--- src/rtl/instr_loader.sv ---
// Keypad-driven instruction loader: commits entered words into instruction memory
// while holding the processor in reset, then releases it on submit.
module instr_loader #(
    parameter int unsigned ADDR_W = 8
) (
    input  logic              CLOCK_50,
    input  logic              reset,
    input  logic [31:0]       data,
    input  logic              did_change,
    input  logic              enter,
    input  logic              submit,
    output logic              mem_wr_en,
    output logic [ADDR_W-1:0] mem_addr,
    output logic [31:0]       mem_wr_data,
    output logic [ADDR_W:0]   word_count,
    output logic              cpu_reset,
    output logic              cpu_run,
    output logic              full,
    output logic              overflow
);

    typedef enum logic [1:0] {StLoad, StWrite, StRun} state_e;

    state_e            r_state, w_state_next;
    logic [31:0]       r_shadow, w_shadow_next;
    logic [ADDR_W-1:0] r_addr, w_addr_next;
    logic [ADDR_W:0]   r_count, w_count_next;
    logic [ADDR_W-1:0] r_mem_addr, w_mem_addr_next;
    logic [31:0]       r_mem_data, w_mem_data_next;
    logic              r_ovf, w_ovf_next;
    logic              r_pend, w_pend_next;
    logic              r_enter_d, r_submit_d;
    logic              w_enter_edge, w_submit_edge, w_full;

    assign w_enter_edge  = enter & ~r_enter_d;
    assign w_submit_edge = submit & ~r_submit_d;
    assign w_full        = r_count[ADDR_W];

    always_comb begin
        w_state_next    = r_state;
        w_shadow_next   = r_shadow;
        w_addr_next     = r_addr;
        w_count_next    = r_count;
        w_mem_addr_next = r_mem_addr;
        w_mem_data_next = r_mem_data;
        w_ovf_next      = r_ovf;
        w_pend_next     = r_pend;
        unique case (r_state)
            StLoad: begin
                if (did_change) w_shadow_next = data;
                if (w_enter_edge && !w_full) begin
                    // Bypass the shadow so a keystroke in the commit cycle is not lost
                    w_state_next    = StWrite;
                    w_mem_addr_next = r_addr;
                    w_mem_data_next = did_change ? data : r_shadow;
                    w_pend_next     = w_submit_edge;
                end else begin
                    if (w_enter_edge) w_ovf_next = 1'b1;
                    if (w_submit_edge && (r_count != '0)) w_state_next = StRun;
                end
            end
            StWrite: begin
                w_addr_next   = r_addr + 1'b1;
                w_count_next  = r_count + 1'b1;
                w_shadow_next = did_change ? data : 32'h0;
                w_pend_next   = 1'b0;
                // word_count is non-zero after this write, so a pending submit always runs
                w_state_next  = (r_pend || w_submit_edge) ? StRun : StLoad;
            end
            StRun: begin
                if (w_submit_edge) begin
                    w_state_next  = StLoad;
                    w_addr_next   = '0;
                    w_count_next  = '0;
                    w_shadow_next = 32'h0;
                    w_ovf_next    = 1'b0;
                    w_pend_next   = 1'b0;
                end
            end
            default: w_state_next = StLoad;
        endcase
    end

    always_ff @(posedge CLOCK_50) begin
        if (reset) begin
            r_state    <= StLoad;
            r_shadow   <= 32'h0;
            r_addr     <= '0;
            r_count    <= '0;
            r_mem_addr <= '0;
            r_mem_data <= 32'h0;
            r_ovf      <= 1'b0;
            r_pend     <= 1'b0;
            r_enter_d  <= 1'b0;
            r_submit_d <= 1'b0;
        end else begin
            r_state    <= w_state_next;
            r_shadow   <= w_shadow_next;
            r_addr     <= w_addr_next;
            r_count    <= w_count_next;
            r_mem_addr <= w_mem_addr_next;
            r_mem_data <= w_mem_data_next;
            r_ovf      <= w_ovf_next;
            r_pend     <= w_pend_next;
            r_enter_d  <= enter;
            r_submit_d <= submit;
        end
    end

    // Reset gates the strobe combinationally so a write caught by reset never reaches memory
    assign mem_wr_en   = (r_state == StWrite) && !reset;
    assign mem_addr    = r_mem_addr;
    assign mem_wr_data = r_mem_data;
    assign word_count  = r_count;
    assign cpu_reset   = (r_state != StRun);
    assign cpu_run     = ~cpu_reset;
    assign full        = w_full;
    assign overflow    = r_ovf;

endmodule

--- config.mk ---
export PLATFORM = sky130hd
export DESIGN_NAME = instr_loader
export DESIGN_NICKNAME = d
export VERILOG_FILES = /design/src/rtl/instr_loader.sv
export SDC_FILE = /design/constraint.sdc
export NUM_CORES = 1
export LEC_CHECK = 0
export ABC_AREA = 1
export CAP_MARGIN = 10
export CORE_UTILIZATION = 51
export CTS_CLUSTER_SIZE = 12
export DETAILED_ROUTE_END_ITERATION = 8
export PLACE_DENSITY = 0.86
export SLEW_MARGIN = 25
export SYNTH_ARGS = -nofsm -noshare
export SYNTH_HDL_FRONTEND = slang
export SYNTH_SLANG_ARGS = --single-unit
--- constraint.sdc ---
create_clock -name CLOCK_50 -period 1.9 [get_ports CLOCK_50]
set_clock_uncertainty 0.15 [all_clocks]
set_input_delay 0.19 -clock CLOCK_50 [delete_from_list [all_inputs] [get_ports CLOCK_50]]
set_output_delay 0.19 -clock CLOCK_50 [all_outputs]
set_load 0.02 [all_outputs]
==> results.json, run 1 <==
{
  "final_cells": 790,
  "cp.arrival_ns": 1.48,
  "outcome": "completed",
  "netlist_area_um2": 4347,
  "gr-usage-all-layers_pct": 24.49,
  "yosysTopAreaCellShare_pct": 43.75,
  "die_area_um2": 8896,
  "p_sw_mw": 2.956,
  "wl_mm": 10.55,
  "avgSynthCellArea_um2": 7.208,
  "worst_setup_path_start_kind": "register",
  "cts_tree": "built",
  "worstMarginPinSlew_ns": 0.5658,
  "antenna_found_initial": 0,
  "dpl.hpwl_mm": 7.221,
  "hold_depth": 3,
  "power.density_nw_per_um2": 1371,
  "power.total_mw": 7.626,
  "holdWs_ns": 0.2720,
  "fin_util_pct": 67.70,
  "layout.nets": 725,
  "place_inst": 775,
  "internal_power_mw": 4.670,
  "areaGrowthSynthToFinish_pct": 27.98,
  "fin_tns_setup_ns": 0,
  "row_count": 33,
  "post-place-ws_ns": 0.03502,
  "crit_type": "reg -> out",
  "ys_seq_area_share_pct": 43.75,
  "htreeDepth": 3,
  "slew_viol_final": 0,
  "ys_warn_count": 0,
  "clockPowerShare_pct": 20.4,
  "maxCapViolCount": 0,
  "ios": 91,
  "io_buffers": 90,
  "detail_route.wl_per_cell_um": 13.35,
  "routed_via_density": 5.409,
  "drive_gt1_share_pct": 7.153,
  "die_h_um": 94.32,
  "timing.final.ws_setup_ns": 0.08064,
  "dr.pass1.iters": 5,
  "drt-initial-drc-count": 208,
  "overflow": 0,
  "power.share.combinational_pct": 44.4,
  "crit_buf_inv": 1,
  "holdCritPathClass": "in -> reg",
  "path_max_fanout": 7,
  "reg2reg_slack_ns": 0.18,
  "diodes": 0,
  "clkSinkCount": 95,
  "syn_nets": 647,
  "grt_max_degree": 36,
  "ctsHoldBuffers": 0,
  "vias": 4273,
  "clk_pin_slew_ns": 0.09,
  "required_ns": 1.56,
  "core_um2": 8217,
  "hold_start": "enter",
  "syn_inst": 603,
  "synth_largest_area_cell": "dfxtp_1",
  "reg2reg_depth": 7,
  "critPathSlowestCell": "clkdlybuf4s50_1",
  "max_stage_delay_ns": 0.66,
  "gp_congestion": 0.8086,
  "seqPwrFrac_pct": 35.2,
  "relSlewSlack_pct": 62.23,
  "layout_common_cells": "nand2_1, nor2_1, dfxtp_1",
  "crit-reg2reg-launch": "r_state[0]$_SDFFE_PP0P_",
  "worstSkewPairLatency_ns": 0.36,
  "post-route-min-period_ns": 1.819,
  "final_area_um2": 5563,
  "total_leakage_power_nw": 2.184,
  "synth_cell_types": 27,
  "final_common_cell": "nand2_1",
  "synth-seq-cells": 95,
  "grt_setup_unrepaired": "false",
  "antenna_left": 0,
  "initial_utilization_pct": 52.90,
  "ir_worst_vdd_uv": 653.5,
  "crit_path_end_kind": "output port",
  "worstPathCellList": "clkdlybuf4s50_1",
  "hold_path_end": "r_enter_d$_SDFF_PP0_",
  "fin_crit_sh_pct": 95.76,
  "drc": 0,
  "cts_buffer_depth": 2,
  "placed_area_um2": 5331,
  "die_x_um": 94.32,
  "grt_pass1_wl_mm": 17.45,
  "clock.fmax_ghz": 0.5496,
  "switching_share_pct": 38.76,
  "r2r_end": "word_count[6]$_SDFFE_PP0P_",
  "cpLargestDelayFamily": "buffers and inverters",
  "numCtsBuffers": 9,
  "hold_viol": 0,
  "grt_pass1_vias": 3974,
  "cts_root_buffer": "clkbuf_8",
  "setup_viol": 0,
  "yosys-top-cells-area": "dfxtp_1, nand2_1, nor2_1"
}
## synthesized netlist by cell type
| master | instances |
|---|---|
| nand2_1 | 121 |
| nor2_1 | 98 |
| dfxtp_1 | 95 |
| o21ai_0 | 72 |
| a21oi_1 | 51 |
| a22oi_1 | 22 |
| and2_1 | 22 |
| inv_1 | 22 |
| nand3_1 | 20 |
| clkbuf_1 | 13 |
| buf_2 | 11 |
| o21ai_1 | 11 |
| buf_4 | 10 |
| ha_1 | 7 |
| inv_2 | 7 |
| nand4_1 | 5 |
| nand2_4 | 3 |
| buf_6 | 2 |
| nand2_2 | 2 |
| or2_1 | 2 |
| buf_1 | 1 |
| clkbuf_2 | 1 |
| nand3_2 | 1 |
| nand3_4 | 1 |
| nor2_4 | 1 |
| nor3b_1 | 1 |
| or2_2 | 1 |
## what timing repair did
item | 4_1_cts | 5_1_grt
endpoints found under the setup margin | 3 | 6
gates resized for setup | 7 | 2
endpoints found under the hold margin | 0 | 0
setup buffers | 0 | 0
## power groups by stage
stage	combinational (mW)	sequential, mW	clock (mW)
after global routing	3.73	2.73	1.65
after floorplan	1.97	2.96	0
after detailed placement	3.37	2.72	0
after CTS	3.38	2.68	1.58
final	3.39	2.68	1.56
after global placement	3.26	2.70	0
## registers in the layout, summed over array words and instances, names as in the netlist
| register | count |
|---|---|
| r_state | 2 |
| r_enter_d | 1 |
| r_shadow | 32 |
| r_submit_d | 1 |
| mem_wr_data | 32 |
| r_addr | 8 |
| overflow | 1 |
| r_pend | 1 |
| word_count | 9 |
| mem_addr | 8 |
## logic make-up (layout without fill, tap and decap cells)
group                      after synthesis  after routing  synth area share, %
AOI/OAI and AO/OA                      156            156                19.23
adders and majority gates                7              7                2.015
buffers and inverters                   67            149                7.340
DFF                                     95             95                43.75
and+or+nand+nor                        278            278                27.66
## final cells by class
class / instances / area (um2)
clock buffer: 9 / 123.9
inverter: 29 / 108.9
tap: 105 / 131.4
sequential: 95 / 1902
clock inverter: 6 / 110.1
timing repair buffer: 105 / 1059
fill: 670 / 2654
multi-input combinational: 441 / 2128
## layer usage
layer	track usage [%]	up-vias	share of wire, %
li1	-	2134	-
met1	29.62	1970	44
met2	43.06	154	49
met3	4.126	15	5.5
met4	9.487	0	1.3
met5	0	-	0
## worst max-delay path by stage
stage	from	slack (ns)	depth (start not counted)	end
floorplan	r_state[0]$_SDFFE_PP0P_	0.19	9	r_addr[2]$_SDFFE_PP0P_
global placement	reset	0.05	3	mem_wr_en
detailed placement	did_change	0.04	7	r_shadow[8]$_SDFFE_PP0P_
CTS	r_state[0]$_SDFFE_PP0P_	0.03	4	cpu_reset
global route	word_count[2]$_SDFFE_PP0P_	0.03	1	word_count[2]
finish	word_count[2]$_SDFFE_PP0P_	0.08	1	word_count[2]
## worst register-to-register path: stages, from the launching register on
cell and delay [ns]:
dfxtp_1 0.39, inv_1 0.09, ha_2 0.24, nand3_2 0.14, nand2_1 0.10, inv_1 0.26
o21ai_1 0.15, a21oi_1 0.14
(Power assumes the default switching activity.)
==> run 2, diff against run 1 <==
CAP_MARGIN = default   (was 10)
SKIP_CTS_REPAIR_TIMING = 1   (was default)
SLEW_MARGIN = 20   (was 25)
==> run 2 against run 1 <==
  * Wire length is essentially flat
  * Highest routed layer unchanged
  * Critical path depth is the same
  * Maximum frequency is essentially flat
  * Worst hold slack is essentially flat
  * Non-clock buffer count is the same
  * Register-to-register slack gained 0.02 ns
  * Sequential cell count is the same
  * Utilization grew 0.061 points
  * Clock-buffer cell count is the same
  * Sequential share of layout area is essentially flat
==> results.json, run 2 (same netlist as run 1, synthesis figures left out) <==
{
  "outcome": "completed",
  "power.share.combinational_pct": 44.4,
  "setup_viol": 0,
  "internal_power_mw": 4.677,
  "clkSinkCount": 95,
  "fin_util_pct": 67.76,
  "required_ns": 1.56,
  "power.total_mw": 7.631,
  "reg2reg_slack_ns": 0.20,
  "antenna_left": 0,
  "slew_viol_final": 0,
  "place_inst": 775,
  "final_area_um2": 5568,
  "overflow": 0,
  "cts_root_buffer": "clkbuf_8",
  "reg2reg_depth": 7,
  "routed_via_density": 5.404,
  "numCtsBuffers": 9,
  "crit_type": "reg -> out",
  "ios": 91,
  "grt_setup_unrepaired": "false",
  "wl_mm": 10.55,
  "antenna_found_initial": 0,
  "cts_tree": "built",
  "gr-usage-all-layers_pct": 24.49,
  "maxCapViolCount": 0,
  "grt_pass1_vias": 3975,
  "final_cells": 790,
  "drive_gt1_share_pct": 7.153,
  "path_max_fanout": 7,
  "dr.pass1.iters": 5,
  "row_count": 33,
  "holdCritPathClass": "in -> reg",
  "hold_viol": 0,
  "relSlewSlack_pct": 62.09,
  "worst_setup_path_start_kind": "register",
  "die_area_um2": 8896,
  "total_leakage_power_nw": 2.195,
  "hold_start": "enter",
  "cts_buffer_depth": 2,
  "placed_area_um2": 5331,
  "grt_max_degree": 36,
  "io_buffers": 90,
  "switching_share_pct": 38.70,
  "multiInputGateArea_um2": 2128,
  "max_stage_delay_ns": 0.66,
  "htreeDepth": 3,
  "p_sw_mw": 2.953,
  "ir_worst_vdd_uv": 651.9,
  "drt-initial-drc-count": 220,
  "r2r_end": "r_shadow[19]$_SDFFE_PP0P_",
  "worstSkewPairLatency_ns": 0.36,
  "die_x_um": 94.32,
  "power.density_nw_per_um2": 1370,
  "clockPowerShare_pct": 20.4,
  "vias": 4269,
  "seq_area_um2": 1902,
  "detail_route.wl_per_cell_um": 13.35,
  "initial_utilization_pct": 52.90,
  "hold_depth": 3,
  "dpl.hpwl_mm": 7.221,
  "final_common_cell": "nand2_1",
  "crit_path_end_kind": "output port",
  "worstPathCellList": "clkdlybuf4s50_1",
  "areaGrowthSynthToFinish_pct": 28.09,
  "layout.nets": 725,
  "critPathSlowestCell": "clkdlybuf4s50_1",
  "crit-reg2reg-launch": "r_state[1]$_SDFFE_PP0P_",
  "fin_crit_sh_pct": 95.66,
  "cp.arrival_ns": 1.48,
  "clk_pin_slew_ns": 0.09,
  "drc": 0,
  "seqPwrFrac_pct": 35.1,
  "gp_congestion": 0.8086,
  "die_h_um": 94.32,
  "grt_pass1_wl_mm": 17.44,
  "worstMarginPinSlew_ns": 0.5678,
  "clock.fmax_ghz": 0.5502,
  "layout_common_cells": "nand2_1, nor2_1, dfxtp_1",
  "diodes": 0,
  "fillers": 668,
  "crit_buf_inv": 1,
  "cp.depth": 1,
  "hold_path_end": "r_enter_d$_SDFF_PP0_",
  "cpLargestDelayFamily": "buffers and inverters",
  "core_um2": 8217,
  "post-route-min-period_ns": 1.818
}
==> run 2: power by group through the flow <==
stage	registers (mW)	clock network [mW]	logic, mW
after floorplan	2.96	0	1.97
after global placement	2.70	0	3.26
after detailed placement	2.72	0	3.37
after CTS	2.68	1.58	3.39
after global routing	2.73	1.65	3.74
final	2.68	1.56	3.39
==> run 2: how the worst max path moves through the flow <==
stage,start,to,slack [ns]
6_report,word_count[2]$_SDFFE_PP0P_,word_count[2],0.08
5_1_grt,word_count[2]$_SDFFE_PP0P_,word_count[2],0.03
4_1_cts,r_state[0]$_SDFFE_PP0P_,cpu_reset,-0.31
3_5_place_dp,did_change,r_shadow[8]$_SDFFE_PP0P_,0.04
3_3_place_gp,reset,mem_wr_en,0.05
2_1_floorplan,r_state[0]$_SDFFE_PP0P_,r_addr[2]$_SDFFE_PP0P_,0.19
==> run 2: layout make-up <==
class                   count  share of cell area, %
inverters                  29                  1.955
flip-flops and latches     95                  34.16
clock buffers               9                  2.225
repair buffers            105                  19.10
well taps                 105                  2.360
multi-input cells         441                  38.22
clock inverters             6                  1.978
==> run 2: routing by layer <==
layer | wire length [um] | track usage [%]
met1 | 4641 | 29.62
met2 | 5226 | 43.06
met3 | 540 | 4.126
met4 | 138 | 9.487
met5 | 0 | 0
==> run 2: stage by stage <==
step	TNS, ns	setup slack, ns	hold WS [ns]
after detailed placement	0	0.03502	0.3057
after global placement	0	0.05295	0.2990
final	0	0.08245	0.2721
after floorplan	0	0.1907	0.1470
after global routing	0	0.02911	0.2809
after CTS	-0.8371	-0.3145	0.2606
==> run 3, diff against run 2 <==
CTS_CLUSTER_DIAMETER = 100   (was default)
SLEW_MARGIN = default   (was 20)
==> results of run 3 <==
Same layout as run 2: the final DEF is identical, and so are final timing and power.
